==> src/rtl/int2fp_iter.sv <==
// Iterative integer-to-IEEE-754 converter (W=32 -> single, W=64 -> double).
// Normalizes by byte or bit shifts, one per cycle, then rounds to nearest-even.
module int2fp_iter #(
  parameter int W = 32
) (
  input  logic         clk,
  input  logic         reset,
  input  logic         start,
  input  logic         is_signed,
  input  logic [W-1:0] in,
  output logic         ready,
  output logic         valid,
  output logic [W-1:0] out
);

  localparam int FW   = (W == 64) ? 52 : 23;
  localparam int EW   = (W == 64) ? 11 : 8;
  localparam int BIAS = (1 << (EW - 1)) - 1;
  localparam logic [EW-1:0] EXP_INIT = EW'(BIAS + W - 1);

  // Handshake: a request is taken on a rising edge where start=1 and ready=1;
  // start in any other cycle is dropped. valid is high for exactly one cycle
  // (state DONE) and out holds its value until the next result or reset.
  typedef enum logic [1:0] {IDLE, NORM, ROUND, DONE} state_t;

  state_t         state, state_n;
  logic           sign, sign_n;
  logic [W-1:0]   mag, mag_n;
  logic [EW-1:0]  expo, expo_n;
  logic [W-1:0]   out_n;

  logic           in_neg;
  logic [W-1:0]   in_mag;
  logic [FW-1:0]  mant;
  logic           guard, sticky, round_up;
  logic [FW:0]    mant_inc;
  logic [FW-1:0]  mant_rnd;
  logic [EW-1:0]  expo_rnd;

  // Two's-complement negate of the signed minimum wraps to 2^(W-1), which is
  // exactly the magnitude wanted when read as unsigned.
  assign in_neg = is_signed & in[W-1];
  assign in_mag = in_neg ? (~in + 1'b1) : in;

  assign mant     = mag[W-2 -: FW];
  assign guard    = mag[W-2-FW];
  assign sticky   = |mag[W-3-FW:0];
  assign round_up = guard & (sticky | mant[0]);
  assign mant_inc = {1'b0, mant} + 1'b1;

  always_comb begin
    mant_rnd = mant;
    expo_rnd = expo;
    if (round_up) begin
      mant_rnd = mant_inc[FW-1:0];
      if (mant_inc[FW]) expo_rnd = expo + 1'b1;
    end
  end

  assign ready = (state == IDLE);
  assign valid = (state == DONE);

  always_comb begin
    state_n = state;
    sign_n  = sign;
    mag_n   = mag;
    expo_n  = expo;
    out_n   = out;
    case (state)
      IDLE: begin
        if (start) begin
          sign_n = in_neg;
          mag_n  = in_mag;
          expo_n = EXP_INIT;
          if (in_mag == '0) begin
            out_n   = '0;
            state_n = DONE;
          end else begin
            state_n = NORM;
          end
        end
      end
      NORM: begin
        if (mag[W-1]) begin
          state_n = ROUND;
        end else if (mag[W-1:W-8] == 8'h00) begin
          mag_n  = mag << 8;
          expo_n = expo - EW'(8);
        end else begin
          mag_n  = mag << 1;
          expo_n = expo - EW'(1);
        end
      end
      ROUND: begin
        out_n   = {sign, expo_rnd, mant_rnd};
        state_n = DONE;
      end
      DONE: begin
        state_n = IDLE;
      end
      default: state_n = IDLE;
    endcase
  end

  always_ff @(posedge clk or posedge reset) begin
    if (reset) begin
      state <= IDLE;
      sign  <= 1'b0;
      mag   <= '0;
      expo  <= '0;
      out   <= '0;
    end else begin
      state <= state_n;
      sign  <= sign_n;
      mag   <= mag_n;
      expo  <= expo_n;
      out   <= out_n;
    end
  end

endmodule

==> config.mk <==
export PLATFORM = sky130hd
export DESIGN_NAME = int2fp_iter
export DESIGN_NICKNAME = d
export VERILOG_FILES = /design/src/rtl/int2fp_iter.sv
export SDC_FILE = /design/constraint.sdc
export NUM_CORES = 1
export LEC_CHECK = 0
export ABC_AREA = 0
export CORE_ASPECT_RATIO = 1.5
export CORE_MARGIN = 3
export CORE_UTILIZATION = 44
export CTS_BUF_LIST = sky130_fd_sc_hd__clkbuf_8
export DETAILED_ROUTE_END_ITERATION = 8
export HOLD_SLACK_MARGIN = 0.02
export PLACE_DENSITY_LB_ADDON = 0.08
export RECOVER_POWER = 100
export SETUP_SLACK_MARGIN = 0.1
export SLEW_MARGIN = 20
export SYNTH_ARGS = -nofsm -noshare
export SYNTH_HDL_FRONTEND = slang
export SYNTH_SLANG_ARGS = --single-unit
export TNS_END_PERCENT = 10
==> constraint.sdc <==
create_clock -name clk -period 2.7 [get_ports clk]
set_clock_uncertainty 0.15 [all_clocks]
set_input_delay 0.54 -clock clk [delete_from_list [all_inputs] [get_ports clk]]
set_output_delay 0.54 -clock clk [all_outputs]
set_load 0.02 [all_outputs]
## After elaboration in Yosys (flattened, before gate mapping)

Cells that the tools add are included.

| storage, ports and cells | value |
|---|---|
| register bits | 75 |

| cells by class | value |
|---|---|
| add/subtract/negate cells | 5 |
| reductions and logical operators | 11 |
| equality and inequality tests | 7 |
| bitwise operators | 4 |
| multiplexer cells | 19 |

Operator list:

| kind | count |
|---|---|
| $mux W32 | 6 |
| $pmux W32 S2 | 2 |
| $mux W8 | 5 |
| $add A32 B1 Y32 const B | 1 |
| $logic_not A32 Y1 | 1 |
| $not A32 Y32 | 1 |
| $add A23 B1 Y24 const B | 1 |
| $mux W23 | 1 |
| $pmux W8 S2 | 1 |
| $add A8 B1 Y8 const B | 1 |
| $logic_not A8 Y1 | 1 |
| $pmux W2 S4 | 1 |
| $sub A8 B1 Y8 const B | 1 |
| $sub A8 B4 Y8 const B | 1 |
| $reduce_or A7 Y1 | 1 |
| $mux W2 | 3 |
| $ne A2 B2 Y1 const B | 3 |
| $reduce_and A2 Y1 | 3 |
| $reduce_and A3 Y1 | 2 |
| $eq A2 B2 Y1 const B | 2 |
| $reduce_bool A2 Y1 | 2 |
| $and A1 B1 Y1 | 2 |
| $eq A2 B1 Y1 const B | 1 |
| $logic_not A2 Y1 | 1 |
| 2 further kinds | 2 |

## Longest topological paths before layout

Gate-level depths: netlist (run 1).

| logic depth | value |
|---|---|
| depth in word-level cells | 7 |
| depth in mapped cells | 12 |
| gate-level depth less buffers | 11 |

## Worst setup path before layout (run 1)

OpenSTA, ideal clock, no wires.

| timing path | value |
|---|---|
| path kind | input port to flip-flop |
| from | input in[4] |
| to | register out[0] |
| data arrival time | 2.929 ns |
| stages | 12 |
| path buffers | 3 |
| library setup time | 0.119 ns |
| path slack | -0.498 ns |
| path through | buf_2 -> nor4_1 -> buf_2 -> nand4_1 -> or4b_1 -> a211o_1 -> nand3_2 -> nand4_4 -> o31ai_4 -> o21ai_2 -> buf_6 -> o2bb2ai_2 |

| between the ends | value |
|---|---|
| word-level cells in the longest chain between the ends | 6 |

Ends and longest elaborated chain:

| element | line | RTL |
|---|---|---|
| start: declaration | 10 | `input logic [W-1:0] in,` |
| $not A32 Y32 | 43 | `assign in_mag = in_neg ? (~in + 1'b1) : in;` |
| $add A32 B1 Y32 | 43 |  |
| $mux W32 * | 43 |  |
| $logic_not A32 Y1 * | 75 | `if (in_mag == '0) begin` |
| $ne A2 B1 Y1 (no line) * | -- |  |
| $reduce_and A3 Y1 (no line) * | -- |  |
| end signal: assignment | 117 | `out <= out_n;` |
| end: declaration | 13 | `output logic [W-1:0] out` |

Mark *: on every way between the ends. The rest lies on a longest branch, timed or not.
A chain may end at the register's enable or synchronous reset.

## Worst setup path after layout (run 1)

| timing path | value |
|---|---|
| from | input in[0] |
| to | register out[0] |

The elaborated chain is that of the path after synthesis.

==> results of run 1 <==
## flip-flops by register name (all words and copies together) (netlist names)
name / count
sign: 1
expo: 8
out: 32
mag: 32
state: 2
## layer usage
metal  part of all wire (%)  up-vias
met2                     55      147
met4                    3.6        0
met1                     38     2550
li1                       -     2497
met5                      0        -
met3                    3.7       43
## power by group through the flow
stage | clock [µW] | combinational (µW) | sequential (µW)
after floorplan | 0 | 2130 | 2220
after global placement | 0 | 3570 | 2070
after detailed placement | 0 | 3670 | 2080
after CTS | 875 | 4040 | 2070
after global routing | 913 | 4280 | 2130
final | 857 | 3940 | 2060
## logic make-up after synthesis
logic type,Yosys count
AOI/OAI and AO/OA,159
xor gates and xnor gates,64
adders and majority gates,11
buffers and inverters,51
DFF,75
muxes,8
and+or+nand+nor,206
## worst paths after layout
| path | start | to | cells past startpoint | slack [ns] |
|---|---|---|---|---|
| max in group asynchronous | reset | out[22] | 3 | 0.33 |
| min | out[25] | out[25] | 1 | 0.34 |
| max reg2reg | state[0] | expo[1] | 9 | 0.09 |
| max | in[0] | out[0] | 13 | -0.46 |
| min in group asynchronous | reset | out[5] | 3 | 1.06 |
| min reg2reg | out[25] | out[25] | 1 | 0.34 |
## cells in the final DEF (no fill, tap or decap), types with 5 or more instances in the layout
master / n
clkbuf_8: 10
o21a_1: 11
nand2_1: 53
buf_6: 8
dlygate4sd3_1: 34
xnor2_1: 36
o221ai_1: 12
o21ai_0: 24
a31oi_1: 6
nor3_1: 9
and3_1: 11
ha_1: 11
dlygate4sd2_1: 12
clkdlybuf4s15_1: 5
nand4_1: 13
inv_1: 17
nor2_1: 43
dfrtp_1: 75
clkdlybuf4s50_1: 14
buf_4: 128
a21oi_1: 49
o2bb2ai_2: 30
xor2_1: 24
nand3_1: 22
nor4_1: 6
mux2i_1: 8
and2_1: 5
## through the flow
stage          utilization (%)  cell area [µm²]
3_3_place_gp              60.1             6960
6_report                  65.2             7550
5_1_grt                   65.2             7550
2_1_floorplan                -             5260
4_1_cts                   64.9             7530
3_5_place_dp              60.1             6960
## worst register-to-register path, cell delays in order (launching register included)
cell and delay, ns:
dfrtp_1 0.40, inv_1 0.09, ha_1 0.25, clkbuf_1 0.35, o21ai_0 0.19, a21o_1 0.23, clkbuf_2 0.35, a21oi_1 0.29
nor2_1 0.07, a41oi_1 0.18
## final cells by class
type | instances | area, µm² | area share, %
Inverter | 17 | 63.8 | 0.845
Tap cell | 150 | 188 | 2.49
Timing Repair Buffer | 218 | 1920 | 25.5
Clock buffer | 10 | 138 | 1.82
Sequential cell | 75 | 1880 | 24.9
Clock inverter | 6 | 56.3 | 0.746
Multi-Input combinational cell | 448 | 3310 | 43.8
## repair_timing
action                     in CTS  in global routing
setup endpoints to repair      42                 34
pin swaps                      28                  0
cloned                          4                  0
gates resized for setup        67                 10
buffers inserted               22                  0
==> impl_results.md, run 1 <==
- Initial antenna violation count: 0
- Largest net degree at the start of global routing: 76
- Overall power: 6860 µW
- Rows: 48
- Async S/R FF share, synth: 100%
- Placed cell count: 882
- CTS clock-pin slew for the worst setup and hold paths: 0.08 ns
- Clk sinks: 75
- First drt pass iteration count: 5
- Simple-gate portion of the synthesized area: 20.4%
- Layout cell share with drive strength beyond 1: 30.4%
- CTS buffer count: 9
- Layout area overhead: 43.9%
- Worst slew pin tran: 1.66 ns
- Top cells by area, synth: dfrtp_1 36%, o2bb2ai_2 8.6%, xnor2_1 6.3%
- Worst relative slew slack: -10.9%
- Largest family of logic cells by synthesized area: compound AO/OA/AOI/OAI gates
- Sw Pwr: 2980 µW
- Cell taking the most area after synthesis: dfrtp_1
- Post-synthesis cell count: 574
- Final nets: 816
- Post-synthesis mux area share: 1.53%
- Number of global-route vias before repair: 5481
- #FFs+latches synth: 75
- WP data arrival: 3.25 ns
- Count of final max-slew check failures: 76
- Post-synth top cells: 75 x dfrtp_1, 53 x nand2_1, 51 x a21oi_1
- Full die area: 0.0133 mm²
- Clock root buffer: clkbuf_8
- Crit-path slowest cell: or4b_4
- Detail Route Antenna Nets: 0
- Share of the synthesized area in the top cell type: 35.8%
- Final worst-path cycle share: 117%
- FILL cells: 980
- Ys flop type: dfrtp_1
- Max-cap viol count: 1
- Drt drc: 0
- CP startpoint kind: primary input
- Int Pwr: 3880 µW
- GRT overflow: 0
- First-pass GRT wire length: 27300 µm
- HPWL after detailed placement: 12000 µm
- GP Congestion: 0.889
- Buf+Inv Stages, Crit Path: 4
- Clock Power Share: 12.5%
- Register area share after synthesis: 35.8%
- Status: complete, but fails checks
- Initial core utilization: 45.3%
- Clk Latency, worst-skew pair: 0.36 ns
- Comb power frac: 57.4%
- WL final: 16400 µm
- WL/cell: 17.8 µm
- Number of synthesized flops with an enable pin: 0
- Final setup viols: 34
- Post-synthesis xor/xnor area fraction: 10.8%
- RSZ-0062 raised after global routing: true
- Non-Filler Instances: 924
- Num ports: 70
- Count leader, synth: dfrtp_1
- Tmin final: 3.16 ns
- Synth Net Count: 621
- Synth Area in Adders: 2.62%
- Pleak: 0.00319 µW
- Via count: 5237
- GRT Resource Usage Total: 25.9%
- Busiest layer in global routing: met2
- Compound-gate portion of the synthesized area: 24.3%
- Pwr/cell area: 908 mW/mm²
- Die H: 140 µm
- Ant. Diodes: 0
- Synth Area per Inst: 9.14 µm²
- Sw Ratio: 43.4%
- CP endpoint kind: flop
- CTS tree: yes
- Worst-case clock buffer depth: 2
- Core box area: 0.0116 mm²
- Worst setup margin: -0.458 ns
- VDD IR max: 487 µV
- Global routing usage on met3: 3.57%
- Crit Path Category: in -> reg
- Hold WC Path Type: reg -> reg
- Worst path required time: 2.79 ns
- Met1 usage: 29.4%
- Crit-path max FO: 16
- Unique masters post-synth: 58
- Place WS: -1.16 ns
- Fmax: 317 MHz
- # hold bufs at CTS: 0
- Family with the most delay on the worst path: simple AND/OR/NAND/NOR gates
- CP Cell Sequence: buf_6, or4_4, or4b_4, a21oi_2, a21oi_2, and4b_1, nand4_1, buf_6, o31ai_4, buf_4, o21ai_4, buf_12, o2bb2ai_2
- H-tree Lvls: 3
- Die width: 95.2 µm
- Final hold vios: 0
- Met2 global-route usage: 46.9%
- Number of port buffers: 69
- Hold_ws: 0.343 ns
- Initial DRC Count: 280
- Worst path max stage delay: 0.55 ns
- Post-Syn Area: 0.00525 mm²
- Violated checks: max-capacitance violations, max-slew violations, negative setup slack
- DR vias/cell: 5.67
- Sequential share of power: 30.1%
- YS warnings: 0
- Setup_tns: -14.78 ns
No activity file was read; power rests on OpenSTA's default activity.
==> inputs of run 2 (changes only) <==
--- a/config.mk
+++ b/config.mk
@@ -11,6 +11,7 @@
 export CORE_UTILIZATION = 44
 export CTS_BUF_LIST = sky130_fd_sc_hd__clkbuf_8
 export DETAILED_ROUTE_END_ITERATION = 8
+export GPL_ROUTABILITY_DRIVEN = 0
 export HOLD_SLACK_MARGIN = 0.02
 export PLACE_DENSITY_LB_ADDON = 0.08
 export RECOVER_POWER = 100
==> constraint.sdc (replaced) <==
create_clock -name clk -period 3.5 [get_ports clk]
set_clock_uncertainty 0.15 [all_clocks]
set_input_delay 0.7 -clock clk [delete_from_list [all_inputs] [get_ports clk]]
set_output_delay 0.7 -clock clk [all_outputs]
set_load 0.02 [all_outputs]
==> run 2 against run 1 <==
  * The flow now finishes without violations
  * Non-clock buffer count decreased by 29
  * Combinational power is 24% lower
  * Worst hold slack got worse by 0.0045 ns
  * Global-route usage decreased by 0.75 points
  * Utilization fell by 1.3 points
  * First-iteration DRC count is 7.1% higher
  * Wire length fell by 1.2%
  * Largest power group unchanged
==> impl_results.md, run 2 (synthesis results as in run 1) <==
- Ant. Diodes: 0 (unchanged)
- Sequential cell area: 0.00188 mm² (unchanged)
- Footprint of the multi-input gates: 0.00334 mm² (+0.91%)
- Full die area: 0.0133 mm² (unchanged)
- Final hold vios: 0 (unchanged)
- CTS clock-pin slew for the worst setup and hold paths: 0.08 ns (about the same)
- Number of global-route vias before repair: 5140 (-6.2%)
- Final nets: 787 (-3.6%)
- Crit Path Category: in -> reg
- CP dominant cell by count: buf_4
- Detail Route Antenna Nets: 0 (unchanged)
- Routed length on met3: 688 µm (+15%)
- Rows: 48 (unchanged)
- Num ports: 70 (unchanged)
- Max-cap viol count: 0 (-1)
- Fmax: 293 MHz
- Worst slew pin tran: 1.43 ns (-0.236 ns)
- Worst setup margin: 0.0893 ns (+0.547 ns)
- WL/cell: 18.1 µm (+2.0%)
- CP startpoint kind: primary input
- CTS buffer count: 9 (unchanged)
- WL final: 16200 µm (-1.2%)
- CTS tree: yes
- Metal-1 WL: 6070 µm (-3.1%)
- Initial DRC Count: 300 (+7.1%)
- First drt pass iteration count: 5 (unchanged)
- DR WL met2: 9020 µm (+0.79%)
- Clk sinks: 75 (unchanged)
- Crit-path max FO: 8 (-8)
- Hold WC Path Type: reg -> reg
- Commonest non-fill, non-tap cell in the layout: buf_4
- HPWL after detailed placement: 11600 µm (-3.3%)
- Status: finished, final reports clean
- Setup_tns: 0 ns (+14.78 ns)
- Pleak: 0.00310 µW (-2.9%)
- WP data arrival: 3.51 ns (+0.26 ns)
- Layout area overhead: 41.0%
- First-pass GRT wire length: 26000 µm (-4.8%)
- Sw Ratio: 43.2% (-0.15 points)
- H-tree Lvls: 3 (unchanged)
- Sw Pwr: 2320 µW (-22%)
- Worst-case clock buffer depth: 2 (unchanged)
- Clock root buffer: clkbuf_8
- CP Cell Sequence: dlygate4sd2_1, nor4_1, buf_4, nand4_1, or4b_4, a211o_1, nand3_2, nand4_4, o31ai_4, buf_4, o21ai_4, clkbuf_1, buf_12, o2bb2ai_2
- Worst relative slew slack: 4.82% (+16 points)
- Initial core utilization: 45.3% (unchanged)
- Final setup viols: 0 (-100%)
- Regs by FF count: mag: 32 flops, out: 32 flops, expo: 8 flops
- Core box area: 0.0116 mm² (unchanged)
- Uppermost layer routed: met4
- Comb power frac: 55.9% (-1.5 points)
- Count of final max-slew check failures: 0 (-100%)
- GRT Resource Usage Total: 25.2% (-0.75 points)
- Largest net degree at the start of global routing: 49 (-36%)
- # hold bufs at CTS: 0 (unchanged)
- Clk Latency, worst-skew pair: 0.37 ns (about the same)
- Sequential share of power: 31.3% (+1.2 points)
- Family with the most delay on the worst path: simple AND/OR/NAND/NOR gates
- GRT overflow: 0 (unchanged)
- Place WS: -0.489 ns (+0.676 ns)
- Int Pwr: 3050 µW (-22%)
- Tmin final: 3.41 ns
- Clock Power Share: 12.9% (+0.4 points)
- Final worst-path cycle share: 97.4%
- Worst path required time: 3.60 ns (+0.81 ns)
- RSZ-0062 raised after global routing: true
- Buf+Inv Stages, Crit Path: 5 (+1)
- FILL cells: 989 (+0.92%)
- Drt drc: 0 (unchanged)
- CP endpoint kind: flop
- Layout cell share with drive strength beyond 1: 27.7% (-2.7 points)
- Die width: 95.2 µm (unchanged)
- Crit-path slowest cell: or4b_4
- Most frequent cells in the layout: 101 x buf_4, 75 x dfrtp_1, 53 x nand2_1, 50 x a21oi_1, 42 x nor2_1
- Initial antenna violation count: 0 (unchanged)
- VDD IR max: 326 µV (-33%)
- Worst path max stage delay: 0.55 ns (about the same)
- Finished Core Util: 63.8% (-1.3 points)
- Die H: 140 µm (unchanged)
- Flop2flop setup slack: 0.24 ns (+0.15 ns)
- Via count: 5078 (-3.0%)
- Number of port buffers: 69 (unchanged)
- DR vias/cell: 5.67 (+0.11%)
- Pwr/cell area: 725 mW/mm² (-20%)
==> run 2: cell types whose count changed in the layout (fill, tap and decap cells not counted), sizes merged <==
| cell | change |
|---|---|
| clkdlybuf4s50 | -1 |
| dlygate4sd3 | +1 |
| clkinv | -1 |
| inv | +1 |
| bufbuf | +1 |
| dlymetal6s2s | +4 |
| clkdlybuf4s15 | -4 |
| buf | -31 |
| dlygate4sd2 | -2 |
| clkbuf | +4 |
| clkinvlp | -1 |
==> run 2: final timing paths <==
check                               from  depth (start not counted)       to
worst max-delay path               in[6]                         14  out[27]
worst min-delay path             out[25]                          1  out[25]
worst max register to register  state[1]                          9  expo[4]
worst min register to register   out[25]                          1  out[25]
max in group asynchronous          reset                          3  mag[26]
min in group asynchronous          reset                          2   out[1]
==> run 2: per-layer routing <==
| layer | track usage (%) | up-vias |
|---|---|---|
| met5 | 0 | - |
| met4 | 8.59 | 0 |
| met2 | 47.3 | 163 |
| li1 | - | 2445 |
| met3 | 3.62 | 29 |
| met1 | 27.9 | 2441 |
==> run 2: layout make-up <==
| type | count | share of cell area, % |
|---|---|---|
| Multi-Input combinational cell | 448 | 45.1 |
| Clock buffer | 11 | 2.05 |
| Clock inverter | 5 | 0.710 |
| Tap cell | 150 | 2.54 |
| Inverter | 17 | 0.862 |
| Timing Repair Buffer | 189 | 23.4 |
| Sequential cell | 75 | 25.4 |
==> run 2: metrics by stage <==
step | cell area (µm²) | power [µW] | hold slack (ns) | std cells
after global placement | 6730 | 4210 | 0.320 | 854
after global routing | 7400 | 5690 | 0.360 | 895
final | 7400 | 5370 | 0.339 | 895
after floorplan | 5250 | 3350 | 0.300 | 574
after CTS | 7300 | 5400 | 0.350 | 887
after detailed placement | 6730 | 4280 | 0.329 | 854
==> run 2: timing repair <==
action                                 in CTS  in global routing
setup endpoints to repair                  32                 32
endpoints found under the hold margin       0                  0
resized for setup                          56                 22
cloned                                      6                  0
buffers inserted                           11                  9
pin swaps                                  24                 23
==> run 2: power by group through the flow <==
stage               sequential, µW  combinational [µW]  clock, µW
floorplan                     1710                1640          0
global placement              1680                2540          0
detailed placement            1680                2600          0
CTS                           1670                3030        696
global route                  1720                3220        742
finish                        1680                3000        690
==> inputs of run 3 (changes only) <==
--- a/config.mk
+++ b/config.mk
@@ -8,7 +8,7 @@
 export ABC_AREA = 0
 export CORE_ASPECT_RATIO = 1.5
 export CORE_MARGIN = 3
-export CORE_UTILIZATION = 44
+export CORE_UTILIZATION = 40
 export CTS_BUF_LIST = sky130_fd_sc_hd__clkbuf_8
 export DETAILED_ROUTE_END_ITERATION = 8
 export GPL_ROUTABILITY_DRIVEN = 0
==> run 3 against run 2 <==
  * Wire length down 1.6%
  * First-iteration DRC count down 16%
  * Via count down 0.39%
  * Maximum frequency up 2.0%
  * Utilization down 5.8 points
  * Register-to-register slack better by 0.19 ns
  * Sequential share of layout area up 0.23 points
  * Worst hold slack better by 0.0011 ns
  * Non-clock buffer count up 7
  * Critical path type unchanged
  * Critical endpoint unchanged
==> impl_results.md, run 3 (synthesis results as in run 1) <==
- Regs by FF count: mag: 32 flops, out: 32 flops, expo: 8 flops
- Crit-path slowest cell: or4_4
- Buf+Inv Stages, Crit Path: 6 (+1)
- Drt drc: 0 (unchanged)
- Pwr/cell area: 694 mW/mm² (-4.2%)
- Final setup viols: 0 (unchanged)
- First drt pass iteration count: 5 (unchanged)
- CTS tree: yes
- Clk Latency, worst-skew pair: 0.37 ns (about the same)
- CTS clock-pin slew for the worst setup and hold paths: 0.07 ns (about the same)
- Worst slew pin tran: 1.30 ns (-0.124 ns)
- Layout area overhead: 39.7%
- Detail Route Antenna Nets: 0 (unchanged)
- Crit-path max FO: 8 (unchanged)
- WP data arrival: 3.44 ns (-0.07 ns)
- Worst relative slew slack: 13.1% (+8.3 points)
- Finished Core Util: 58.0% (-5.8 points)
- Ant. Diodes: 0 (unchanged)
- Commonest non-fill, non-tap cell in the layout: buf_4
- Family with the most delay on the worst path: buffers and inverters
- CTS buffer count: 9 (unchanged)
- CP endpoint kind: flop
- Number of global-route vias before repair: 5035 (-2.0%)
- Initial antenna violation count: 0 (unchanged)
- Crit Path Category: in -> reg
- Full die area: 0.0146 mm² (+9.5%)
- Final worst-path cycle share: 95.5% (-1.9 points)
- Hold path start: out[7]
- Layout cell share with drive strength beyond 1: 26.5% (-1.2 points)
- RR Startpoint: state[0]
- Hold WC Path Type: reg -> reg
- Num ports: 70 (unchanged)
- GRT Resource Usage Total: 21.7% (-3.5 points)
- Tmin final: 3.34 ns (-0.0670 ns)
- CP Cell Sequence: dlygate4sd2_1, or4_4, nor2_4, buf_4, and4_4, nor2_1, xnor2_1, clkbuf_1, nand4_1, buf_6, o31ai_4, buf_4, o21ai_4, buf_12, o2bb2ai_1
- Final Cell Area: 0.00733 mm² (-0.91%)
- VDD IR max: 279 µV (-15%)
- Non-Filler Instances: 908 (+1.5%)
- Status: finished, final reports clean
- Die H: 146 µm (+4.7%)
- HPWL after detailed placement: 11400 µm (-1.0%)
- CP startpoint kind: primary input
- H-tree Lvls: 3 (unchanged)
- Setup_tns: 0 ns (unchanged)
- Hold EP: out[7]
- GRT overflow: 0 (unchanged)
- First-pass GRT wire length: 25300 µm (-2.5%)
- Final nets: 794 (+0.89%)
- CP dominant cell by count: buf_4
- WL/cell: 17.6 µm (-3.0%)
- Worst-case clock buffer depth: 2 (unchanged)
- Clk sinks: 75 (unchanged)
- Worst path required time: 3.59 ns (about the same)
- Die width: 99.5 µm (+4.6%)
- Pleak: 0.00312 µW (+0.50%)
- Most frequent cells in the layout: 107 x buf_4, 75 x dfrtp_1, 53 x nand2_1, 51 x a21oi_1, 43 x nor2_1
- Worst path max stage delay: 0.53 ns (-0.02 ns)
- Largest net degree at the start of global routing: 53 (+8.2%)
- Placed cell area: 0.00676 mm² (+0.56%)
- Worst reg2reg path depth: 8 (-1)
- Hold Crit Depth: 1 (unchanged)
- RSZ-0062 raised after global routing: false
- Clock root buffer: clkbuf_8
- Hold_ws: 0.340 ns (+0.00115 ns)
- Core box area: 0.0126 mm² (+9.0%)
- Count of final max-slew check failures: 0 (unchanged)
- Placed cell count: 864 (+1.2%)
- Number of port buffers: 69 (unchanged)
- Rows: 50 (+4.2%)
- R2R Path End: mag[25]
- Fmax: 299 MHz (+2.0%)
- Initial core utilization: 41.5% (-3.7 points)
- Initial DRC Count: 253 (-16%)
- Final hold vios: 0 (unchanged)
- Flop2flop setup slack: 0.43 ns (+0.19 ns)
- WL final: 16000 µm (-1.6%)
- Max-cap viol count: 0 (unchanged)
- Via count: 5058 (-0.39%)
- DR vias/cell: 5.57 (-1.8%)
-- run 3: cell types whose count changed in the layout (fill, tap and decap cells not counted), sizes merged --
cell           change
buf                +8
clkdlybuf4s15      +2
clkbuf             -3
clkdlybuf4s50      +1
dlygate4sd2        -3
clkinvlp           +1
dlymetal6s2s       +2
bufbuf             -1
-- run 3: stage by stage --
step / setup slack, ns / power [µW]
final: 0.156 / 5090
after global routing: 0.0550 / 5420
after CTS: 0.111 / 5270
after detailed placement: -0.503 / 4270
after global placement: -0.499 / 4210
after floorplan: 0.142 / 3350
-- run 3: layer usage --
| layer | part of all wire, % | global-route usage, % | vias up |
|---|---|---|---|
| li1 | - | - | 2443 |
| met1 | 39 | 25.0 | 2462 |
| met2 | 55 | 40.6 | 128 |
| met3 | 3.4 | 2.92 | 25 |
| met4 | 2.8 | 6.90 | 0 |
| met5 | 0 | 0 | - |
-- run 3: worst max path at each step --
stage               endpoint  slack, ns    from  cells past startpoint
finish               out[27]       0.16  in[17]                     15
global route          out[5]       0.05  in[17]                     15
CTS                   out[7]       0.11  in[22]                     14
detailed placement    out[6]      -0.50   in[1]                     13
global placement      out[1]      -0.50   in[1]                     13
floorplan             out[0]       0.14   in[4]                     12
-- run 3: area by class of cell --
type,count,area (µm²)
Clock buffer,10,138
Clock inverter,6,56.3
Tap cell,156,195
Sequential cell,75,1880
Fill cell,1161,5300
Inverter,17,63.8
Timing Repair Buffer,196,1770
Multi-Input combinational cell,448,3230
-- run 3: power by group --
part,switching (µW),internal [µW]
sequential,417,1240
clock,330,342
combinational,1470,1300
total,2210,2880
-- run 3: what timing repair did --
| action | in CTS | in global routing |
|---|---|---|
| pin swaps | 23 | 22 |
| gates resized for setup | 51 | 27 |
| hold buffers | 0 | 0 |
| gates cloned | 4 | 2 |
| endpoints found under the setup margin | 32 | 32 |
| buffers inserted | 14 | 11 |
